[src/rtl/malu_pipe_if.sv]
// ---------------------------------------------------------------------------
// malu_pipe_if
// Bundle of the operand/result signals of the pipelined mALU.
//
// Signals (directions as seen from the ALU, i.e. the slave modport):
//   in_valid   in   operands and opcode valid this cycle
//   ins        in   3-bit opcode
//   A, B       in   WIDTH-bit two's complement operands
//   sticky_clr in   clears the sticky overflow flag
//   out_valid  out  S and flags hold a new result this cycle
//   S          out  WIDTH-bit result
//   Cout       out  carry out of the adder for the result
//   OV         out  signed overflow for the result
//   Z          out  result is zero
//   N          out  result sign bit
//   OV_sticky  out  set by any valid overflowing result
//   acc        out  current accumulator value
//
// The master modport is used by whatever supplies operands (switches,
// register file, testbench); the slave modport is used by the ALU itself.
// ---------------------------------------------------------------------------
interface malu_pipe_if #(
    parameter int WIDTH = 8
);
    logic             in_valid;
    logic [2:0]       ins;
    logic [WIDTH-1:0] A;
    logic [WIDTH-1:0] B;
    logic             sticky_clr;

    logic             out_valid;
    logic [WIDTH-1:0] S;
    logic             Cout;
    logic             OV;
    logic             Z;
    logic             N;
    logic             OV_sticky;
    logic [WIDTH-1:0] acc;

    modport master (
        output in_valid, ins, A, B, sticky_clr,
        input  out_valid, S, Cout, OV, Z, N, OV_sticky, acc
    );

    modport slave (
        input  in_valid, ins, A, B, sticky_clr,
        output out_valid, S, Cout, OV, Z, N, OV_sticky, acc
    );
endinterface

[src/rtl/malu_pipe.sv]
// ---------------------------------------------------------------------------
// malu_pipe
// Two-stage pipelined N-bit ALU with an internal accumulator and Z/N/sticky
// overflow status. Accepts one operation per clock, never stalls.
//
// Ports:
//   clk  in   system clock, all state updates on the rising edge
//   rst  in   asynchronous, active-high reset
//   bus  slave modport of malu_pipe_if (operands, opcode, handshake, result,
//        flags and accumulator value)
//
// Stage 1 captures opcode/operands when in_valid is high. Stage 2 computes
// from the stage-1 registers and registers the result, flags and
// accumulator, so a result appears two edges after its operands were
// launched.
//
// Opcodes:
//   000 ADD      S = A + B
//   001 SUB      S = A + ~B + 1   (Cout = 1 means no borrow)
//   010 AND      011 OR      100 XOR
//   101 ACC_ADD  S = acc + A, acc <= S
//   110 ACC_LOAD S = A,       acc <= A
//   111 SLT      S = (A < B signed) ? 1 : 0
// ---------------------------------------------------------------------------
module malu_pipe #(
    parameter int WIDTH = 8
) (
    input  logic     clk,
    input  logic     rst,
    malu_pipe_if.slave bus
);

    typedef enum logic [2:0] {
        OP_ADD      = 3'b000,
        OP_SUB      = 3'b001,
        OP_AND      = 3'b010,
        OP_OR       = 3'b011,
        OP_XOR      = 3'b100,
        OP_ACC_ADD  = 3'b101,
        OP_ACC_LOAD = 3'b110,
        OP_SLT      = 3'b111
    } opcode_e;

    // Stage 1 registers
    logic             s1Valid_q;
    opcode_e          s1Op_q;
    logic [WIDTH-1:0] s1A_q;
    logic [WIDTH-1:0] s1B_q;

    // Stage 2 (output) registers
    logic             outValid_q;
    logic [WIDTH-1:0] s_q;
    logic             cout_q;
    logic             ov_q;
    logic             z_q;
    logic             n_q;
    logic             sticky_q;
    logic [WIDTH-1:0] acc_q;

    // Stage 2 next-state values
    logic [WIDTH-1:0] result_d;
    logic             cout_d;
    logic             ov_d;
    logic [WIDTH-1:0] acc_d;
    logic             sticky_d;

    // Shared adder operands and outputs
    logic [WIDTH-1:0] addA;
    logic [WIDTH-1:0] addB;
    logic             carryIn;
    logic [WIDTH:0]   sum;
    logic             addOv;

    // Stage 1: the valid bit follows in_valid every cycle, while the payload
    // is only captured for valid inputs so idle cycles leave it untouched.
    always_ff @(posedge clk or posedge rst) begin
        if (rst) begin
            s1Valid_q <= 1'b0;
            s1Op_q    <= OP_ADD;
            s1A_q     <= '0;
            s1B_q     <= '0;
        end else begin
            s1Valid_q <= bus.in_valid;
            if (bus.in_valid) begin
                s1Op_q <= opcode_e'(bus.ins);
                s1A_q  <= bus.A;
                s1B_q  <= bus.B;
            end
        end
    end

    // One WIDTH+1 bit adder serves ADD, SUB and ACC_ADD. SUB is done as
    // A + ~B + 1; ACC_ADD feeds the live accumulator in place of A so that
    // back-to-back accumulator ops see the value written one edge earlier.
    always_comb begin
        addA    = s1A_q;
        addB    = s1B_q;
        carryIn = 1'b0;
        case (s1Op_q)
            OP_SUB: begin
                addB    = ~s1B_q;
                carryIn = 1'b1;
            end
            OP_ACC_ADD: begin
                addA = acc_q;
                addB = s1A_q;
            end
            default: ;
        endcase
    end

    assign sum = {1'b0, addA} + {1'b0, addB} + (WIDTH+1)'(carryIn);

    // Same-sign operands producing a different-sign sum. With addB already
    // inverted for SUB this is the usual subtract overflow rule.
    assign addOv = (addA[WIDTH-1] == addB[WIDTH-1]) &&
                   (sum[WIDTH-1] != addA[WIDTH-1]);

    // Result, carry, overflow and accumulator selection for stage 2.
    always_comb begin
        result_d = sum[WIDTH-1:0];
        cout_d   = 1'b0;
        ov_d     = 1'b0;
        acc_d    = acc_q;
        case (s1Op_q)
            OP_ADD, OP_SUB: begin
                cout_d = sum[WIDTH];
                ov_d   = addOv;
            end
            OP_AND: result_d = s1A_q & s1B_q;
            OP_OR:  result_d = s1A_q | s1B_q;
            OP_XOR: result_d = s1A_q ^ s1B_q;
            OP_ACC_ADD: begin
                cout_d = sum[WIDTH];
                ov_d   = addOv;
                acc_d  = sum[WIDTH-1:0];
            end
            OP_ACC_LOAD: begin
                result_d = s1A_q;
                acc_d    = s1A_q;
            end
            OP_SLT: begin
                result_d = {{(WIDTH-1){1'b0}}, ($signed(s1A_q) < $signed(s1B_q))};
            end
            default: ;
        endcase
    end

    // Sticky overflow: a valid overflowing result sets it, and that set takes
    // priority over a clear request arriving on the same edge.
    always_comb begin
        sticky_d = sticky_q;
        if (s1Valid_q && ov_d) begin
            sticky_d = 1'b1;
        end else if (bus.sticky_clr) begin
            sticky_d = 1'b0;
        end
    end

    // Stage 2: everything except out_valid and the sticky flag holds while
    // no valid operation is in stage 1. Z and N are registered alongside S
    // so that they read 0 after reset rather than reflecting S == 0.
    always_ff @(posedge clk or posedge rst) begin
        if (rst) begin
            outValid_q <= 1'b0;
            s_q        <= '0;
            cout_q     <= 1'b0;
            ov_q       <= 1'b0;
            z_q        <= 1'b0;
            n_q        <= 1'b0;
            sticky_q   <= 1'b0;
            acc_q      <= '0;
        end else begin
            outValid_q <= s1Valid_q;
            sticky_q   <= sticky_d;
            if (s1Valid_q) begin
                s_q    <= result_d;
                cout_q <= cout_d;
                ov_q   <= ov_d;
                z_q    <= (result_d == '0);
                n_q    <= result_d[WIDTH-1];
                acc_q  <= acc_d;
            end
        end
    end

    assign bus.out_valid = outValid_q;
    assign bus.S         = s_q;
    assign bus.Cout      = cout_q;
    assign bus.OV        = ov_q;
    assign bus.Z         = z_q;
    assign bus.N         = n_q;
    assign bus.OV_sticky = sticky_q;
    assign bus.acc       = acc_q;

endmodule

[src/flat_wrapper.sv]
// flat-port wrapper written by rule: the top's interface ports become plain ports
module malu_pipe_flat 
#(
    parameter int WIDTH = 8
)
  (clk, rst, bus_in_valid, bus_ins, bus_A, bus_B, bus_sticky_clr, bus_out_valid, bus_S, bus_Cout, bus_OV, bus_Z, bus_N, bus_OV_sticky, bus_acc);
  malu_pipe_if #(.WIDTH(WIDTH)) bus_i ();
  input  logic clk;
  input  logic rst;
  input wire logic [$bits(bus_i.in_valid)-1:0] bus_in_valid;
  input wire logic [$bits(bus_i.ins)-1:0] bus_ins;
  input wire logic [$bits(bus_i.A)-1:0] bus_A;
  input wire logic [$bits(bus_i.B)-1:0] bus_B;
  input wire logic [$bits(bus_i.sticky_clr)-1:0] bus_sticky_clr;
  output wire logic [$bits(bus_i.out_valid)-1:0] bus_out_valid;
  output wire logic [$bits(bus_i.S)-1:0] bus_S;
  output wire logic [$bits(bus_i.Cout)-1:0] bus_Cout;
  output wire logic [$bits(bus_i.OV)-1:0] bus_OV;
  output wire logic [$bits(bus_i.Z)-1:0] bus_Z;
  output wire logic [$bits(bus_i.N)-1:0] bus_N;
  output wire logic [$bits(bus_i.OV_sticky)-1:0] bus_OV_sticky;
  output wire logic [$bits(bus_i.acc)-1:0] bus_acc;
  assign bus_i.in_valid = bus_in_valid;
  assign bus_i.ins = bus_ins;
  assign bus_i.A = bus_A;
  assign bus_i.B = bus_B;
  assign bus_i.sticky_clr = bus_sticky_clr;
  assign bus_out_valid = bus_i.out_valid;
  assign bus_S = bus_i.S;
  assign bus_Cout = bus_i.Cout;
  assign bus_OV = bus_i.OV;
  assign bus_Z = bus_i.Z;
  assign bus_N = bus_i.N;
  assign bus_OV_sticky = bus_i.OV_sticky;
  assign bus_acc = bus_i.acc;
  malu_pipe #(.WIDTH(WIDTH)) u_core (.clk(clk), .rst(rst), .bus(bus_i));
endmodule
[config.mk]
export PLATFORM = sky130hd
export DESIGN_NAME = malu_pipe_flat
export DESIGN_NICKNAME = d
export VERILOG_FILES = /design/src/rtl/malu_pipe_if.sv /design/src/rtl/malu_pipe.sv /design/src/flat_wrapper.sv
export SDC_FILE = /design/constraint.sdc
export NUM_CORES = 1
export LEC_CHECK = 0
export ABC_CLOCK_PERIOD_IN_PS = 7500
export CORE_MARGIN = 2
export CORE_UTILIZATION = 34
export CTS_CLUSTER_DIAMETER = 80
export DETAILED_ROUTE_END_ITERATION = 12
export SLEW_MARGIN = 30
export SYNTH_ARGS = -nofsm -noshare
export SYNTH_HDL_FRONTEND = slang
export SYNTH_SLANG_ARGS = --single-unit
[constraint.sdc]
create_clock -name clk -period 7.5 [get_ports clk]
set_input_delay 0.75 -clock clk [delete_from_list [all_inputs] [get_ports clk]]
set_output_delay 0.75 -clock clk [all_outputs]
set_load 0.01 [all_outputs]
Word level (Yosys, flattened, before mapping) --
Cells that the tools add are included. W data, S select, Z words.
Word-level totals: flip-flop bits (word level) 42, logic and storage cells 45
Operators by class: add/sub/neg operators 2, order comparisons 1, eq/ne operators 9, multiplexer cells 9, bitwise logic cells 4, reductions and logical operators 8
Operators by type and width (number):
- $pmux W8 S5 | 1
- $pmux W8 S2 | 2
- $eq A3 B3 Y1 const B | 4
- $add A8 B8 Y9 | 1
- $add A9 B1 Y9 | 1
- $and A8 B8 Y8 | 1
- $logic_not A8 Y1 | 1
- $lt A8 B8 Y1 | 1
- $mux W8 | 1
- $not A8 Y8 | 1
- $or A8 B8 Y8 | 1
- $xor A8 B8 Y8 | 1
- $eq A3 B2 Y1 const B | 2
- $mux W1 | 5
- $reduce_bool A2 Y1 | 2
- $eq A3 B1 Y1 const B | 1
- $logic_not A3 Y1 | 1
- $reduce_or A3 Y1 | 1
- $logic_and A1 B1 Y1 | 2
- $reduce_and A2 Y1 | 1
- $eq A1 B1 Y1 | 1
- $ne A1 B1 Y1 | 1

Depth between registers and ports, before layout --
depth in word-level cells 9, depth in mapped cells 13, mapped depth without buffers 12

Least setup slack after synthesis --
Ideal clock, no wire load.
path type reg2reg, start register u_core.s1Op_q[2], end register u_core.s_q[6], in the netlist u_core.bus.S[6], library setup time 0.065 ns, arrival time 2.985 ns, required time 7.435 ns, path slack 4.450 ns, cell stages (with the launch flop) 14, buffers on the path 3, path through dfrtp_1 > buf_4 > buf_2 > clkbuf_1 > nor2_1 > fa_1 > inv_1 > fa_1 > nor2b_1 > o311a_1 > o21ai_1 > a2111oi_2 > nor3b_1 > mux2_2
On the way: cells in the longest elaborated chain, start to end 5, elaborated cells between the ends (all ways) 13, classes of those cells add/sub: 2; eq/ne: 7; mux: 4
Ends and longest elaborated chain:
- from (decl) | line malu_pipe.sv:46 | opcode_e s1Op_q;
- from (signal assigned) | line malu_pipe.sv:85 | s1Op_q <= opcode_e'(bus.ins);
- $eq A3 B3 Y1 / $eq A3 B1 Y1 (equally long branches) | line malu_pipe.sv:99 | case (s1Op_q)
- $pmux W8 S2 / $mux W8 (equally long branches) | line malu_pipe.sv:99
- $add A8 B8 Y9 | line malu_pipe.sv:112 | assign sum = {1'b0, addA} + {1'b0, addB} + (WIDTH+1)'(carryIn);
- $add A9 B1 Y9 | line malu_pipe.sv:112
- $pmux W8 S5 (*) | line malu_pipe.sv:125 | case (s1Op_q)
- to (signal assigned) | line malu_pipe.sv:177 | s_q <= result_d;
- to (decl) | line malu_pipe.sv:52 | logic [WIDTH-1:0] s_q;
Mark *: on every way between the ends. The rest lies on a longest branch, timed or not. A chain may end at the register's enable or synchronous reset.

Worst setup path in the final report --
start register u_core.s1Op_q[0], end register u_core.z_q, in the netlist u_core.bus.Z
On the way: cells in the longest elaborated chain, start to end 6, elaborated cells between the ends (all ways) 14, classes of those cells add/sub: 2; eq/ne: 7; mux: 4; reduce/logical: 1
Ends and longest elaborated chain:
- $eq A3 B3 Y1 / $eq A3 B1 Y1 (equally long branches) | line malu_pipe.sv:99
- $pmux W8 S2 / $mux W8 (equally long branches) | line malu_pipe.sv:99
- $add A8 B8 Y9 | line malu_pipe.sv:112
- $add A9 B1 Y9 | line malu_pipe.sv:112
- $pmux W8 S5 (*) | line malu_pipe.sv:125
- $logic_not A8 Y1 (*) | line malu_pipe.sv:180 | z_q <= (result_d == '0);
- to (signal assigned) | line malu_pipe.sv:180
- to (decl) | line malu_pipe.sv:55 | logic z_q;
Marks and branches as above.

==> flow_metrics.env <==
export IMPL_status="complete, no violations"
export IMPL_ios=45
export IMPL_startpoint_type="register"
export IMPL_syn_area_per_cell_um2=8.99
export IMPL_syn_nets=406
export IMPL_slew_headroom_pct=48.3
export IMPL_synth_cells=350
export IMPL_cts_made_buffers=5
export IMPL_dieArea_um2=10000
export IMPL_antenna_found_initial=0
export IMPL_grt_pass1_vias=2395
export IMPL_route_detailed_drc=0
export IMPL_seq_area_frac_synth_pct=32.6
export IMPL_layout_setup_ws_ns=3.49
export IMPL_synth_top_area_share_pct=32.6
export IMPL_synth_top_family_by_area="compound AO/OA/AOI/OAI gates"
export IMPL_place_ws_ns=3.43
export IMPL_period_needed_ns=4.01
export IMPL_drt_antenna_violating_nets=0
export IMPL_async_reset_ff_share_pct=100
export IMPL_max_cap_violations=0
export IMPL_htree_num_levels=2
export IMPL_clock_fmax_mhz=249
export IMPL_synth_compound_area_share_pct=20.1
export IMPL_ys_flop_type="dfrtp_1"
export IMPL_rows=35
export IMPL_post_route_period_util_pct=53.4
export IMPL_final_max_slew_violation_count=0
export IMPL_grt_util_all_layers_pct=16.1
export IMPL_grt_max_degree=42
export IMPL_synth_seq_cells=41
export IMPL_multi_input_area_um2=1860
export IMPL_initial_utilization_pct=34.6
export IMPL_hold_viol=0
export IMPL_viasPerCell=5.19
export IMPL_antenna_cells=0
export IMPL_synth_edff_count=0
export IMPL_criticalPathCategory="reg2reg"
export IMPL_yosys_mux_area_fraction_pct=9.58
export IMPL_clk_pin_slew_worst_paths_ns=0.09
export IMPL_hpwl_mm=5.82
export IMPL_die_y_um=100
export IMPL_p_leak_nw=1.67
export IMPL_crit_fanout=26
export IMPL_finalNetCount=438
export IMPL_worst_skew_pair_late_latency_ns=0.30
export IMPL_numPortBuffers=44
export IMPL_skew_ns=0.00793
export IMPL_postCtsSetupRepairBufs=0
export IMPL_worstPathArrival_ns=4.21
export IMPL_core_um2=9110
export IMPL_final_common_cell="nand2_1"
export IMPL_area_growth_pct=18.0
export IMPL_synthSimpleGateAreaFrac_pct=14.1
export IMPL_place_congestion=0.867
export IMPL_synth_top_area_cell="dfrtp_1"
export IMPL_cp_end_kind="register"
export IMPL_synthTopCellsByArea="dfrtp_1 33%, ha_1 12%, nand2_1 5.8%, o21ai_0 5.7%, mux2_2 5.7%"
export IMPL_worst_ep_required_time_ns=7.71
export IMPL_drt_iter0_markers=217
export IMPL_totalWireLength_mm=7.62
export IMPL_peakVddDrop_mv=0.0791
export IMPL_fill_cells=911
export IMPL_power_density_nw_per_um2=246
export IMPL_vias=2564
export IMPL_clock_sinks=41
export IMPL_layout_common_cells="49 x nand2_1, 43 x clkdlybuf4s50_1, 40 x dfrtp_1"
export IMPL_wl_per_cell_um=15.4
export IMPL_synth_xor_area_share_pct=1.67
export IMPL_final_setup_viol_count=0
export IMPL_yosysUniqueCellTypes=59
export IMPL_cts_tree="built"
export IMPL_grt_pass1_wl_mm=12.6
export IMPL_hp_class="reg2reg"
export IMPL_root_buffer="clkbuf_8"
export IMPL_finalSetupTns_ns=0
export IMPL_die_x_um=100
export IMPL_netlist_area_um2=3150
export IMPL_yosys_warnings=0
export IMPL_worst_pin_slew_ns=0.775
export IMPL_regArea_um2=1030
export IMPL_postCtsResizedCells=0
export IMPL_yosys_area_share_adder_pct=13.6
export IMPL_clk_path_buf_depth=2
export IMPL_cts_hold_buffers_added=0
export IMPL_overflow=0
export IMPL_first_pass_iters=4
export IMPL_rsz0062_at_grt="no"
export IMPL_drive_gt1_share_pct=11.2
## through the flow
step	area (um^2)	utilization [%]	hold slack, ns	instances	power, mW
2_1_floorplan	3150	-	0.369	350	0.573
3_3_place_gp	3600	39.5	0.491	486	0.720
3_5_place_dp	3590	39.4	0.500	486	0.725
4_1_cts	3710	40.8	0.519	494	0.923
5_1_grt	3710	40.8	0.538	494	0.976
6_report	3710	40.8	0.511	494	0.913
## synthesized netlist by cell type (2+ instances only)
library cell	number
o2111ai_1	2
inv_1	31
nand3_1	3
xnor2_1	6
buf_4	3
mux2i_1	11
mux2_2	16
nor2b_1	3
nor3b_1	2
a2111oi_2	2
nor3_1	8
fa_1	2
nand2b_1	2
o31ai_1	2
nor2_1	17
nand2_2	2
buf_6	3
dfrtp_1	41
clkbuf_8	3
a31oi_1	2
buf_2	2
o21ai_0	36
nand2_1	49
ha_1	31
o22ai_1	2
a21oi_1	16
o21ai_1	7
clkbuf_1	10
o221ai_1	4
a21o_1	2
o211ai_1	2
## logic make-up (layout without fill, tap and decap cells)
family | count (synthesis) | after routing
xor+xnor | 6 | 6
compound gates | 93 | 93
mux | 28 | 28
buf+inv | 52 | 85
simple gates | 97 | 97
fa+ha+maj | 33 | 33
flops | 41 | 41
## report_power, final
group	switching, mW	internal, mW
combinational	0.198	0.200
sequential	0.0528	0.268
clock	0.0857	0.108
total	0.336	0.577
## layer usage
layer / routed length, um / GRT usage (%)
met1: 3490 / 22.8
met2: 3510 / 25.6
met3: 508 / 2.44
met4: 115 / 4.32
met5: 0 / 0
## state kept, by name, summed over array words and instances (netlist names), 3 cells and up
name and flops:
u_core.bus.acc 8, u_core.s1A_q 8, u_core.s1B_q 8, u_core.bus.S 7, u_core.s1Op_q 3
## worst paths after layout
kind	start	endpoint	slack (ns)	depth (start not counted)
worst max-delay path	u_core.s1Op_q[0]	u_core.bus.Z	3.49	11
worst min-delay path	u_core.bus.S[2]	u_core.bus.S[2]	0.51	2
worst max register to register	u_core.s1Op_q[0]	u_core.bus.Z	3.49	11
worst min register to register	u_core.bus.S[2]	u_core.bus.S[2]	0.51	2
max in group asynchronous	rst	u_core.s1Op_q[1]	6.24	3
min in group asynchronous	rst	u_core.bus.N	0.87	3
## layout make-up
cell class	count	share of cell area [%]
tap	111	3.74
clock inverter	2	1.01
timing repair buffer	46	12.1
multi-input combinational	257	50.1
inverter	31	3.13
clock buffer	6	2.22
sequential	41	27.7
## worst max-delay path, stage by stage, from the launching register on
cell	delay, ns
dfrtp_1	0.85
nand2b_1	0.62
o21ai_0	0.41
fa_1	0.26
inv_1	0.07
fa_1	0.52
inv_1	0.07
a211oi_2	0.16
a31oi_1	0.09
a2111oi_2	0.34
nand4_1	0.17
o41ai_2	0.34
Note: power is estimated with default switching activity, not from simulation.
